--- config.mk ---
export PLATFORM = sky130hd
export DESIGN_NAME = spi_ram_responder
export DESIGN_NICKNAME = d
export VERILOG_FILES = /design/src/rtl/spi_resp_pkg.sv /design/src/rtl/sync2.sv /design/src/rtl/spi_ram_responder.sv
export SDC_FILE = /design/constraint.sdc
export NUM_CORES = 2
export LEC_CHECK = 0
export ABC_AREA = 1
export CAP_MARGIN = 20
export CORE_MARGIN = 5
export CORE_UTILIZATION = 50
export DETAILED_ROUTE_END_ITERATION = 8
export PLACE_DENSITY = 0.65
export SYNTH_ARGS = -nofsm -noshare
export SYNTH_HDL_FRONTEND = slang
export SYNTH_SLANG_ARGS = --single-unit
--- constraint.sdc ---
create_clock -name clk -period 12.78 [get_ports clk]
set_input_delay 2.556 -clock clk [delete_from_list [all_inputs] [get_ports clk]]
set_output_delay 2.556 -clock clk [all_outputs]
set_load 0.05 [all_outputs]
--- src/rtl/spi_resp_pkg.sv ---
// Shared definitions for the SPI RAM responder: FSM encoding, opcodes and
// the number of address bytes in a 23LC-style command.
package spi_resp_pkg;

    typedef enum logic [2:0] {
        ST_IDLE   = 3'd0,
        ST_CMD    = 3'd1,
        ST_ADDR   = 3'd2,
        ST_READ   = 3'd3,
        ST_WRITE  = 3'd4,
        ST_IGNORE = 3'd5
    } state_t;

    localparam logic [7:0] CMD_READ   = 8'h03;
    localparam logic [7:0] CMD_WRITE  = 8'h02;
    localparam int         ADDR_BYTES = 3;

endpackage

--- src/rtl/sync2.sv ---
// Two-flop synchroniser for a single asynchronous input, with a
// selectable value loaded while reset is asserted.
module sync2 #(
    parameter logic RST_VAL = 1'b0
) (
    input  logic clk,
    input  logic rst_n,
    input  logic i_d,
    output logic o_q
);

    logic r_meta;
    logic r_sync;

    always_ff @(posedge clk) begin
        if (!rst_n) begin
            r_meta <= RST_VAL;
            r_sync <= RST_VAL;
        end else begin
            r_meta <= i_d;
            r_sync <= r_meta;
        end
    end

    assign o_q = r_sync;

endmodule

--- src/rtl/spi_ram_responder.sv ---
// SPI mode-0 target fronting a small byte RAM; answers READ/WRITE commands
// with a 24-bit address. All SPI pins are oversampled in the clk domain.
module spi_ram_responder
    import spi_resp_pkg::*;
#(
    parameter int AW = 8
) (
    input  logic clk,
    input  logic rst_n,
    input  logic sclk,
    input  logic cs_n,
    input  logic mosi,
    output logic miso,
    output logic miso_oe,
    output logic busy,
    output logic cmd_err
);

    logic w_sclk_s, w_cs_n_s, w_mosi_s;

    sync2 #(.RST_VAL(1'b0)) u_sync_sclk (.clk(clk), .rst_n(rst_n), .i_d(sclk), .o_q(w_sclk_s));
    sync2 #(.RST_VAL(1'b1)) u_sync_cs   (.clk(clk), .rst_n(rst_n), .i_d(cs_n), .o_q(w_cs_n_s));
    sync2 #(.RST_VAL(1'b0)) u_sync_mosi (.clk(clk), .rst_n(rst_n), .i_d(mosi), .o_q(w_mosi_s));

    state_t        r_state;
    logic          r_sclk_d;
    logic          r_cs_n_d;
    logic [2:0]    r_bit_cnt;
    logic [1:0]    r_addr_byte;
    logic [6:0]    r_rx_sr;
    logic [7:0]    r_tx_sr;
    logic [AW-1:0] r_addr;
    logic          r_is_read;
    logic          r_load_tx;
    logic [7:0]    r_rd_data;
    logic [7:0]    mem [0:(1<<AW)-1];

    logic          w_rise, w_fall, w_cs_fall, w_last_bit, w_addr_done, w_mem_we;
    logic [7:0]    w_rx_byte;
    logic [AW-1:0] w_addr_shift, w_mem_addr;

    // Edges are gated by cs so a same-cycle deassert drops the bit.
    assign w_rise       = w_sclk_s & ~r_sclk_d & ~w_cs_n_s;
    assign w_fall       = ~w_sclk_s & r_sclk_d & ~w_cs_n_s;
    assign w_cs_fall    = r_cs_n_d & ~w_cs_n_s;
    assign w_rx_byte    = {r_rx_sr, w_mosi_s};
    assign w_last_bit   = w_rise & (r_bit_cnt == 3'd7);
    assign w_addr_shift = {r_addr[AW-2:0], w_mosi_s};
    assign w_addr_done  = (r_state == ST_ADDR) & w_last_bit &
                          (r_addr_byte == 2'(ADDR_BYTES - 1));
    assign w_mem_addr   = (r_state == ST_ADDR) ? w_addr_shift : r_addr;
    assign w_mem_we     = rst_n & (r_state == ST_WRITE) & w_last_bit;
    assign busy         = (r_state != ST_IDLE);

    // Single port, read-first; the read register feeds tx_sr one clk later.
    always_ff @(posedge clk) begin
        if (w_mem_we) begin
            mem[w_mem_addr] <= w_rx_byte;
        end
        r_rd_data <= mem[w_mem_addr];
    end

    always_ff @(posedge clk) begin
        if (!rst_n) begin
            r_state     <= ST_IDLE;
            r_sclk_d    <= 1'b0;
            r_cs_n_d    <= 1'b1;
            r_bit_cnt   <= 3'd0;
            r_addr_byte <= 2'd0;
            r_rx_sr     <= 7'd0;
            r_tx_sr     <= 8'd0;
            r_addr      <= '0;
            r_is_read   <= 1'b0;
            r_load_tx   <= 1'b0;
            miso        <= 1'b0;
            miso_oe     <= 1'b0;
            cmd_err     <= 1'b0;
        end else begin
            r_sclk_d  <= w_sclk_s;
            r_cs_n_d  <= w_cs_n_s;
            r_load_tx <= 1'b0;
            if (w_cs_n_s) begin
                r_state <= ST_IDLE;
                miso_oe <= 1'b0;
                miso    <= 1'b0;
            end else begin
                if (w_rise) begin
                    r_rx_sr   <= w_rx_byte[6:0];
                    r_bit_cnt <= r_bit_cnt + 3'd1;
                end
                case (r_state)
                    ST_IDLE: begin
                        if (w_cs_fall) begin
                            r_state     <= ST_CMD;
                            r_bit_cnt   <= 3'd0;
                            r_addr_byte <= 2'd0;
                            miso_oe     <= 1'b1;
                        end
                    end
                    ST_CMD: begin
                        if (w_last_bit) begin
                            if (w_rx_byte == CMD_READ || w_rx_byte == CMD_WRITE) begin
                                r_state   <= ST_ADDR;
                                r_is_read <= (w_rx_byte == CMD_READ);
                                cmd_err   <= 1'b0;
                            end else begin
                                r_state <= ST_IGNORE;
                                cmd_err <= 1'b1;
                            end
                        end
                    end
                    ST_ADDR: begin
                        if (w_rise) begin
                            r_addr <= w_addr_shift;
                        end
                        if (w_last_bit) begin
                            r_addr_byte <= r_addr_byte + 2'd1;
                        end
                        if (w_addr_done) begin
                            if (r_is_read) begin
                                r_state   <= ST_READ;
                                r_load_tx <= 1'b1;
                                r_addr    <= w_addr_shift + AW'(1);
                            end else begin
                                r_state <= ST_WRITE;
                            end
                        end
                    end
                    ST_READ: begin
                        if (w_fall) begin
                            miso    <= r_tx_sr[7];
                            r_tx_sr <= {r_tx_sr[6:0], 1'b0};
                        end
                        if (w_last_bit) begin
                            r_load_tx <= 1'b1;
                            r_addr    <= r_addr + AW'(1);
                        end
                    end
                    ST_WRITE: begin
                        if (w_last_bit) begin
                            r_addr <= r_addr + AW'(1);
                        end
                    end
                    ST_IGNORE: begin
                    end
                    default: r_state <= ST_IDLE;
                endcase
            end
            if (r_load_tx) begin
                r_tx_sr <= r_rd_data;
            end
        end
    end

endmodule
==> flow_summary.json <==
{
  "synthSimpleGateAreaFrac_pct": 25.6,
  "r2r_start": "u_sync_mosi.o_q",
  "dieWidth_microns": 432,
  "viasPerCell": 5.48,
  "crit_top_cell": "nand2_1",
  "placed_cell_area_sq_um": 90600,
  "clkSinkCount": 2100,
  "ant_nets": 0,
  "slew_viol_final": 0,
  "final_common_cell": "nand2_1",
  "place_congestion": 0.892,
  "relSlewSlack_pct": 19.6,
  "min_path_type": "register to register",
  "min_to": "u_sync_cs.o_q",
  "final_hold_viol_count": 0,
  "ys_warn_count": 0,
  "first_pass_iters": 9,
  "syn2layout_area_growth_pct": 9.58,
  "synth_compound_area_share_pct": 1.29,
  "pre_cts_ws_ns": 6.49,
  "fin_ws_ns": 7.31,
  "fill_cells": 15200,
  "total_power_mw": 13.5,
  "violations": "DRC",
  "cts_setup_buffers": 0,
  "fin_util_pct": 55.2,
  "reg2reg_to": "r_rd_data[5]",
  "avgRoutedWirePerCell_microns": 21.4,
  "grt_pass1_wl_microns": 357000,
  "holdPathStages": 1,
  "rsz0062_at_grt": "no",
  "ff2ff_path_depth": 16,
  "rrSetupSlack_ns": 7.31,
  "rows": 154,
  "ys_types": 36,
  "dp_hpwl_microns": 133000,
  "fmax_mhz": 183,
  "cp_slowest_stage_delay_ns": 0.83,
  "synth_cells": 8755,
  "cp-start-kind": "register",
  "irDropWorstVdd_mv": 0.110,
  "drive_gt1_share_pct": 5.03,
  "max-clock-path-buffers": 3,
  "numPortBuffers": 8,
  "clockRootBuffer": "clkbuf_16",
  "fp.coreArea_sq_um": 176000,
  "clock_skew_ns": 0.0267,
  "final_area_sq_um": 97500,
  "synth.area.mux_share_pct": 0,
  "gr-usage-all-layers_pct": 25.1,
  "tightest_slew_ns": 1.21,
  "crit_type": "register to register",
  "yosys.area_share.adder_pct": 0.0703,
  "power.leakage_nw": 41.8,
  "wirelength_microns": 237000,
  "clk_latency_ns": 0.84,
  "final_cell_mix": "nand2_1 (5011), edfxtp_1 (2048), nand3_1 (462)",
  "path_clk_slew_ns": 0.06,
  "crit_chain": "nand4_1, nand2_8, buf_4, buf_4, nand2_1, nand2_1, nand2_1, nand2_1, nand2_1, nand2_1, o21ai_1, nand2_1, nor2_1, nor2_1, nor2_1, nand2_1",
  "grt_pass1_vias": 58600,
  "fin_crit_sh_pct": 42.8,
  "cts_max_level": 4,
  "worstPathArrival_ns": 6.25,
  "cts_hold_buf": 0,
  "initial_core_util_pct": 50.4,
  "setup_viol": 0,
  "worstPathBufferInverterCount": 2,
  "io_pins": 9,
  "route.detailed.drc": 1,
  "syn_area_per_cell_sq_um": 10.2,
  "min-delay-start": "u_sync_cs.r_meta",
  "antenna_found_initial": 7,
  "dp.cells": 10700,
  "synth_xor_area_share_pct": 0.0689,
  "overflow": 0,
  "synth_area_sq_um": 89000,
  "final_nets": 8570,
  "die_y_microns": 432,
  "die_area_sq_um": 186000,
  "crit_family": "simple AND/OR/NAND/NOR gates",
  "cts_buffers": 207,
  "min_period_ns": 5.47,
  "vias": 60800,
  "fin_tns_setup_ns": 0,
  "cpMaxStageDelayCell": "dfxtp_4",
  "power_density_nw_per_um2": 139,
  "synth_top_family_by_area": "simple AND/OR/NAND/NOR gates",
  "fin_cells": 11100,
  "end_kind": "register",
  "drv_cap": 0,
  "post_cts_resize_count": 0,
  "path_max_fanout": 148,
  "cts_tree": "built",
  "whs_ns": 0.416,
  "syn_nets": 8765,
  "grt_max_degree": 238,
  "drt_iter0_markers": 6926,
  "yosysSeqAreaShare_pct": 70.3,
  "outcome": "finished, violations left",
  "synth-seq-cells": 2100,
  "cp.required_ns": 13.56
}
kinds of logic after synthesis:
logic type	after synthesis
compound gates	210
xor+xnor	7
fa+ha+maj	5
buf+inv	536
flops	2100
simple gates	5897
how the worst max path moves through the flow:
stage	startpoint	to	slack, ns	cells past startpoint
4_1_cts	r_state[0]	mem[184][7]	7.17	8
3_3_place_gp	rst_n	mem[88][6]	6.67	5
2_1_floorplan	u_sync_mosi.o_q	mem[129][0]	6.59	9
5_1_grt	u_sync_mosi.o_q	r_rd_data[0]	6.95	16
3_5_place_dp	rst_n	mem[184][1]	6.49	5
6_report	u_sync_mosi.o_q	r_rd_data[5]	7.31	16
cell type report:
class / count / area, sq um / share of cell area, %
clock buffer: 256 / 5540 / 5.68
clock inverter: 132 / 1170 / 1.20
timing repair buffer: 87 / 871 / 0.893
antenna: 2 / 5.00 / 0.00513
sequential: 2100 / 62600 / 64.2
inverter: 45 / 176 / 0.181
multi-input combinational: 6119 / 24200 / 24.8
tap: 2340 / 2930 / 3.00
flip-flops by register name, indices dropped and copies added (netlist names), 2 cells and up:
signal,flops
r_bit_cnt,3
mem,2048
r_state,3
r_rx_sr,7
r_addr,8
r_rd_data,8
r_tx_sr,8
r_addr_byte,2
worst register-to-register path: cells and delay by family (launching register included):
kind / cells / cell delay (ns)
AOI/OAI and AO/OA: 1 / 0.12
buffers and inverters: 2 / 1.71
DFF: 1 / 0.83
and+or+nand+nor: 13 / 2.76
cell usage after synthesis:
library cell | number | area share (%)
buf_1 | 50 | 0.21
a221oi_1 | 10 | 0.098
xor2_1 | 7 | 0.069
buf_6 | 1 | 0.013
nand4_1 | 2 | 0.014
dfxtp_1 | 52 | 1.2
nor4_2 | 1 | 0.014
clkbuf_2 | 3 | 0.017
o21ai_0 | 84 | 0.47
clkbuf_1 | 238 | 1.0
a211oi_1 | 1 | 0.0084
o21ai_1 | 70 | 0.39
nand3_1 | 462 | 2.6
clkinv_1 | 2 | 0.0084
nand3_4 | 1 | 0.020
a21oi_1 | 21 | 0.12
nand2_1 | 5028 | 21
and2_1 | 1 | 0.0070
o221ai_1 | 1 | 0.0098
buf_2 | 170 | 0.96
o211ai_1 | 10 | 0.084
nor4_1 | 1 | 0.0070
edfxtp_1 | 2048 | 69
inv_2 | 4 | 0.017
o21ai_2 | 3 | 0.030
a31oi_1 | 10 | 0.070
nor2_2 | 6 | 0.042
nor2_1 | 377 | 1.6
buf_4 | 29 | 0.24
or3_1 | 1 | 0.0070
nand2_2 | 4 | 0.028
nor3_1 | 6 | 0.034
nor3_2 | 4 | 0.045
ha_1 | 5 | 0.070
or2_2 | 3 | 0.021
inv_1 | 39 | 0.16
power by group:
group	internal (mW)	switching, mW
clock	3.44	2.59
sequential	7.47	0.00764
combinational	0.00459	0.0385
per-layer routing:
metal  vias to the layer above  track usage [%]  wire (microns)
li1                      28500                -               -
met4                         0             9.50            9360
met5                         -                0               0
met3                       476             4.26           20300
met1                     29200             34.8           97200
met2                      2668             40.3          110000
Note: power is estimated with default switching activity, not from simulation.
